`src/rtl/rr_allocator.sv`:
```
// rtl/rr_allocator.sv - round-robin output-port allocator with packet hold and length cap
module rr_allocator #(
    parameter int PORTS   = 4,
    parameter int ADR_W   = $clog2(PORTS),
    parameter int MAX_PKT = 15
) (
    input  logic                        clk,
    input  logic                        rst_n,
    input  logic [ADR_W-1:0]            r_adr,
    input  logic [PORTS-1:0][ADR_W+1:0] in_ch_hdr_msn,
    output logic [PORTS-1:0]            sel,
    output logic                        grant,
    output logic                        busy,
    output logic [ADR_W-1:0]            owner,
    output logic                        len_err
);
    localparam int               CNT_W   = $clog2(MAX_PKT + 1);
    localparam logic [1:0]       T_HDR   = 2'b11;
    localparam logic [1:0]       T_PAY   = 2'b10;
    localparam logic [CNT_W-1:0] CNT_MAX = CNT_W'(MAX_PKT);
    localparam logic [ADR_W-1:0] LAST    = ADR_W'(PORTS - 1);

    logic [ADR_W-1:0] ptr;
    logic [ADR_W-1:0] win;
    logic [ADR_W-1:0] idx_a;
    logic [ADR_W-1:0] ptr_nxt;
    logic [CNT_W-1:0] cnt;
    logic [PORTS-1:0] req;
    logic             owner_pay;
    logic             rel;
    logic             cut;
    logic             arb_en;
    int               idx;

    always_comb begin
        req = '0;
        for (int i = 0; i < PORTS; i++) begin
            req[i] = (in_ch_hdr_msn[i][ADR_W+1:ADR_W] == T_HDR) &&
                     (in_ch_hdr_msn[i][ADR_W-1:0] == r_adr);
        end
    end

    // Scan from farthest to nearest so the request closest to ptr is written last and wins.
    always_comb begin
        win   = '0;
        idx   = 0;
        idx_a = '0;
        for (int k = PORTS - 1; k >= 0; k--) begin
            idx = int'(ptr) + k;
            if (idx >= PORTS) begin
                idx = idx - PORTS;
            end
            idx_a = ADR_W'(idx);
            if (req[idx_a]) begin
                win = idx_a;
            end
        end
    end

    assign ptr_nxt   = (win == LAST) ? '0 : win + 1'b1;
    assign owner_pay = (in_ch_hdr_msn[owner][ADR_W+1:ADR_W] == T_PAY);
    assign rel       = busy && (!owner_pay || (cnt == CNT_MAX));
    assign cut       = busy && owner_pay && (cnt == CNT_MAX);
    assign arb_en    = !busy || rel;

    always_comb begin
        sel   = '0;
        grant = 1'b0;
        if (arb_en) begin
            grant = |req;
            if (grant) begin
                sel[win] = 1'b1;
            end
        end else begin
            sel[owner] = 1'b1;
        end
    end

    always_ff @(posedge clk or negedge rst_n) begin
        if (!rst_n) begin
            busy    <= 1'b0;
            owner   <= '0;
            ptr     <= '0;
            cnt     <= '0;
            len_err <= 1'b0;
        end else begin
            len_err <= cut;
            if (arb_en) begin
                if (grant) begin
                    busy  <= 1'b1;
                    owner <= win;
                    ptr   <= ptr_nxt;
                    cnt   <= '0;
                end else begin
                    busy <= 1'b0;
                end
            end else begin
                cnt <= cnt + 1'b1;
            end
        end
    end
endmodule

```
`config.mk`:
```
export PLATFORM = sky130hd
export DESIGN_NAME = rr_allocator
export DESIGN_NICKNAME = d
export VERILOG_FILES = /design/src/rtl/rr_allocator.sv
export SDC_FILE = /design/constraint.sdc
export NUM_CORES = 1
export LEC_CHECK = 0
export ABC_AREA = 1
export BUFFER_PORTS_ARGS = -buffer_cell sky130_fd_sc_hd__buf_4
export CAP_MARGIN = 20
export CORE_MARGIN = 1.5
export CORE_UTILIZATION = 30
export DETAILED_ROUTE_END_ITERATION = 10
export PLACE_DENSITY = 0.59
export SETUP_SLACK_MARGIN = 0.3
export SLEW_MARGIN = 20
export SYNTH_ARGS = -nofsm -noshare
export SYNTH_HDL_FRONTEND = slang
export SYNTH_SLANG_ARGS = --single-unit
```
`constraint.sdc`:
```
create_clock -name clk -period 2.9 [get_ports clk]
set_clock_uncertainty 0.15 [all_clocks]
set_input_delay 0.87 -clock clk [delete_from_list [all_inputs] [get_ports clk]]
set_output_delay 0.87 -clock clk [all_outputs]
set_load 0.005 [all_outputs]
```
==> results of run 1 <==
-- timing repair --
| action | in CTS | in global routing |
|---|---|---|
| endpoints found under the setup margin | 5 | 5 |
| hold endpoints to repair | 0 | 0 |
| pin swaps | 18 | 16 |
| resized for setup | 35 | 25 |
| buffers inserted | 3 | 3 |
-- routing by layer --
layer	GRT usage, %	vias up	share of wire [%]
met3	4.69	0	5.7
met4	1.86	0	0
li1	-	589	-
met1	22.9	524	42
met2	29.5	30	52
met5	0	-	0
-- registers in the layout, indices dropped and copies added (netlist names) --
signal	flops
cnt	4
owner	2
ptr	2
busy	1
len_err	1
-- kinds of logic after synthesis --
kind of cell | share of synthesized area [%]
buf+inv | 10.6
simple gates | 47.2
flops | 25.0
compound gates | 10.0
fa+ha+maj | 6.25
xor+xnor | 0.875
-- cell type report --
class | instances | area [µm²] | share of cell area [%]
well taps | 44 | 55.1 | 3.32
multi-input cells | 120 | 821 | 49.5
clock buffers | 3 | 22.5 | 1.36
repair buffers | 45 | 382 | 23.0
inverters | 25 | 129 | 7.77
flip-flops and latches | 10 | 250 | 15.1
-- layout by cell type, fill, tap and decap left out, types with 6 or more instances in the layout --
cell type and instances:
buf_4 38, dfrtp_1 10, nand3_1 13, nand2_1 28, nand3_2 6, nand2_2 26, inv_2 9, inv_1 10
nor2_1 6
-- worst paths after layout --
check	endpoint	slack, ns	depth (start not counted)
max	sel[1]	-0.49	17
min	cnt[1]	0.28	1
max reg2reg	owner[1]	0.78	12
min reg2reg	cnt[3]	0.35	1
max in group asynchronous	ptr[1]	2.18	1
min in group clk	cnt[3]	0.35	1
-- report_power, final --
| group | internal, mW | switching, mW |
|---|---|---|
| Sequential | 0.180 | 0.0687 |
| Clock | 0.0480 | 0.0475 |
| Combinational | 0.272 | 0.325 |
| Total | 0.501 | 0.441 |
==> metrics, run 1 <==
# port buffers 28; Critical path origin r_adr[1]; crit-path cells buf_12, inv_12, nand2_4, nand3_4, nor2_4, nand2_2, nand2_2, nand2_2, nand2_2, inv_2, nand2_2, nand2_4, nand2_4, inv_2, ha_2, a22o_1, buf_4; Sink Count 10; FF-to-FF Start owner[0]; number of setup violations in the final report 5; Final min period 3.39 ns; Worst-Skew Late Latency 0.26 ns; final critical-path share of the clock period 117%; Main synth FF type dfrtp_1; count leader, synth nand2_1; core area 3100 µm²; synth top area cells dfrtp_1 (25%), nand2_1 (19%), nand3_1 (8.5%); Pleak 0.844 nW; Core Util, Final 53.5%; Routed WL 3.04 mm; sequential area share after synthesis 25.0%; cell mode on critical path nand2_2; slowest stage cell, crit path a22o_1; initial antenna violation count 0; Layout Cells excl Fill 247; total track usage 17.4%; ANT cells 0; H-tree levels 1; Post-Syn Area 1000 µm²; Yosys warning count 0; register bit total from synthesis 10; Vias/cell 4.63; IO Pins 29; crit end category primary output; P per Cell Area 568 nW/µm²; Worst Path Required 1.88 ns; status finished, violations left; largest net degree at the start of global routing 11; finished layout cell area 1660 µm²; hold_ws 0.275 ns; HP Class in2async; worst-path maximum fanout 7; DRC Markers 0; worst slew pin tran 0.294 ns; commonest cells in the netlist nand2_1 (51), nand3_1 (17), inv_1 (16), nor2_1 (13), dfrtp_1 (10); Crit path max-delay family simple AND/OR/NAND/NOR gates; max incr delay on CP 0.17 ns; Synth area leader dfrtp_1; Distinct cells, synth 27; clk buf depth 2; Syn Nets 181; Final Net Count 230; CP Class in2out; first-pass GRT wire length 4.76 mm; WP buf/inv 5; setup_tns -1.99 ns; Fill cells 319; DP Area 1400 µm²; CTS root buf clkbuf_4; Synth top area share 25.0%; Syn Inst Count 156; final hold viol count 0; worst slack, placed -0.594 ns; row cnt 20; hold_buf cts 0; unrepaired setup endpoints after global routing true; number of flops mapped to enable cells by yosys 0; chip width 60.8 µm; Initial Utilization 32.3%; vias in the first global route 1062; Synth Area per Inst 6.42 µm²; Area Growth Syn to Fin 65.7%; Overflow after GRT 0; die height 60.8 µm; VDD IR max 0.411 mV; Detail Route Antenna Nets 0; startpoint types primary input; failing checks negative setup slack; Pre-antenna DRT Iters 4; dpl hpwl 2.28 mm; fmax 295 MHz; via count 1143; overall power 0.942 mW; Critical Path AT 2.37 ns; clk slew on worst S/H paths 0.06 ns; Async S/R FF share, synth 100%; cts bufs inserted 3; final setup margin -0.494 ns; Slew headroom 80.4%; DP Cell Count 238; DRT iter0 DRCs 44; Placer Congestion 0.823; Final Max Tran Viols 0; share of layout cells above drive strength 1 58.1%; CTS tree built; WL/cell 12.3 µm; Max-cap violations 0; Die Footprint 3690 µm²
No activity file was read; power rests on OpenSTA's default activity.
==> inputs of run 2 (changes only) <==
- CORE_UTILIZATION: 30 -> 35
- PLACE_DENSITY: 0.59 -> 0.66
==> run 2 against run 1 <==
Net effect: the flow still finishes with violations (negative setup slack); die area is 14% lower; hold slack worse by 0.010 ns; design area is 0.91% higher; register-to-register slack worse by 0.03 ns; flip-flop and latch count stayed put; worst setup slack worse by 0.069 ns; critical path type unchanged; critical endpoint unchanged; highest routed layer is now met4.
==> metrics, run 2 (same netlist as run 1, synthesis figures left out) <==
status finished, violations left; failing checks negative setup slack; setup_tns -2.33 ns (-0.339 ns); Die Footprint 3190 µm² (-14%); cell mode on critical path nand2_2; Area Growth Syn to Fin 67.3%; Worst Path Required 1.88 ns (about the same); startpoint types primary input; Initial Utilization 36.6% (+4.4 points); initial antenna violation count 0 (unchanged); Layout Cells excl Fill 238 (-3.6%); P_sw 0.452 mW (+2.4%); max incr delay on CP 0.19 ns (+0.02 ns); RR Endpoint ptr[1]; # port buffers 28 (unchanged); hold_buf cts 0 (unchanged); Critical Path AT 2.44 ns (+0.07 ns); chip width 56.5 µm (-7.1%); share of layout cells above drive strength 1 57.5% (-0.64 points); row cnt 19 (-5.0%); Sequential Area 250 µm² (unchanged); DRT iter0 DRCs 18 (-59%); CTS root buf clkbuf_4; final critical-path share of the clock period 119% (+2.4 points); Pleak 0.862 nW (+2.1%); cts bufs inserted 3 (unchanged); vias in the first global route 1150 (+8.3%); clk slew on worst S/H paths 0.07 ns (about the same); CTS tree built; final setup margin -0.564 ns (-0.0692 ns); Gate power share 62.0% (-1.4 points); clk buf depth 2 (unchanged); grt met2 use 30.6% (+1.1 points); DRC Markers 0 (unchanged); worst slew pin tran 0.295 ns (+0.000750 ns); area of the multi-input gates 821 µm² (unchanged); Vias/cell 5.09 (+10%); Biggest register cnt; Worst-Skew Late Latency 0.27 ns (about the same); internal power 0.541 mW (+8.0%); H-tree levels 1 (unchanged); Final min period 3.46 ns (+0.0692 ns); global routing's busiest layer met2; WL/cell 12.8 µm (+3.9%); number of setup violations in the final report 5 (unchanged); HP Class in2async; most frequent cells in the layout buf_4 (43), nand2_1 (28), nand2_2 (27), nand3_1 (13), inv_1 (12); Slew headroom 80.3% (about the same); VDD IR max 0.573 mV (+40%); Routed WL 3.04 mm (+0.13%); worst slack, placed -0.602 ns (-0.00828 ns); Sink Count 10 (unchanged); core area 2730 µm² (-12%); clock power share 12.8% (+2.7 points); Pre-antenna DRT Iters 4 (unchanged); Placer Congestion 0.827 (+0.57%); DP Cell Count 225 (-5.5%); reg2reg setup slack 0.75 ns (-0.03 ns); ANT cells 0 (unchanged); Reg2Reg Depth 12 (unchanged); largest net degree at the start of global routing 11 (unchanged); final hold viol count 0 (unchanged); crit-path cells buf_12, inv_8, nand2_2, nand2_1, nor2_1, nand3_1, nand2_2, a21oi_2, nand2_2, nand2_2, nand2_4, nand2_4, inv_2, ha_2, a22o_1, buf_4; fmax 289 MHz (-2.0%); die height 56.5 µm (-7.1%); routing usage on met1 21.6% (-1.3 points); Overflow after GRT 0 (unchanged); total track usage 18.1% (+0.75 points); FF-to-FF Start ptr[0]; dpl hpwl 2.18 mm (-4.2%); Reg power frac 25.1% (-1.4 points); sw frac 45.5% (-1.3 points); worst-path maximum fanout 5 (-2); slowest stage cell, crit path a21oi_2; IO Pins 29 (unchanged); Detail Route Antenna Nets 0 (unchanged); hold_ws 0.265 ns (-0.0101 ns); P per Cell Area 593 nW/µm² (+4.4%); via count 1211 (+5.9%); Max-cap violations 0 (unchanged); Final Net Count 233 (+1.3%); Fill cells 229 (-28%); max reg flops 4 (unchanged); Critical path origin r_adr[0]; unrepaired setup endpoints after global routing true; Final Max Tran Viols 0 (unchanged); CP Class in2out; CP endpoint sel[1]; GRT met3 Usage 6.68% (+2.0 points); first-pass GRT wire length 4.64 mm (-2.5%); most common cell after layout, fill and taps aside buf_4; crit end category primary output; largest registers cnt x4, owner x2, ptr x2
## run 2: cell count changes in the layout (fill, tap and decap cells not counted), moves of 2 or more
cell,before,now
inv_2,9,6
inv_1,10,12
buf_4,38,43
buf_6,5,3
nor2_2,4,2
## run 2: through the flow
stage | cell area, µm² | utilization [%] | total power [mW]
6_report | 1670 | 61.2 | 0.993
5_1_grt | 1670 | 61.2 | 1.06
4_1_cts | 1510 | 55.1 | 0.917
3_5_place_dp | 1380 | 50.6 | 0.741
3_3_place_gp | 1380 | 50.6 | 0.732
2_1_floorplan | 1060 | - | 0.542
## run 2: worst min-delay path by stage
stage                     slack, ns      to    from  cells after the start
final                          0.26  cnt[0]   rst_n                      1
after global routing           0.26  cnt[0]   rst_n                      1
after CTS                      0.27  cnt[0]   rst_n                      1
after detailed placement       0.34  cnt[3]  cnt[3]                      1
after global placement         0.33  cnt[3]  cnt[3]                      1
after floorplan                0.29  cnt[3]  cnt[3]                      1
## run 2: layout make-up
cell class | count | area share (%)
Timing Repair Buffer | 48 | 23.7
Clock buffer | 4 | 2.17
Inverter | 25 | 7.85
Sequential cell | 10 | 14.9
Multi-Input combinational cell | 120 | 49.0
Tap cell | 31 | 2.32
## run 2: worst max-delay path, delay by kind of cell
family	cells	cell delay (ns)
AOI/OAI and AO/OA	2	0.37
adders and majority gates	1	0.17
buffers and inverters	4	0.35
and+or+nand+nor	9	0.68
## run 2: power groups by stage
stage	registers (mW)	clock network, mW	logic, mW
global route	0.257	0.137	0.671
detailed placement	0.245	0	0.495
floorplan	0.220	0	0.321
global placement	0.244	0	0.488
finish	0.250	0.127	0.615
CTS	0.243	0.130	0.544
## run 2: repair_timing
action                     4_1_cts  5_1_grt
pin swaps                       15       18
gates resized for setup         15       41
setup buffers                    5        4
setup endpoints to repair        5        5
## run 2: per-layer routing
metal	part of all wire [%]	up-vias
met5	0	-
met4	1.4	0
met3	5.1	8
met2	52	36
met1	41	563
li1	-	604
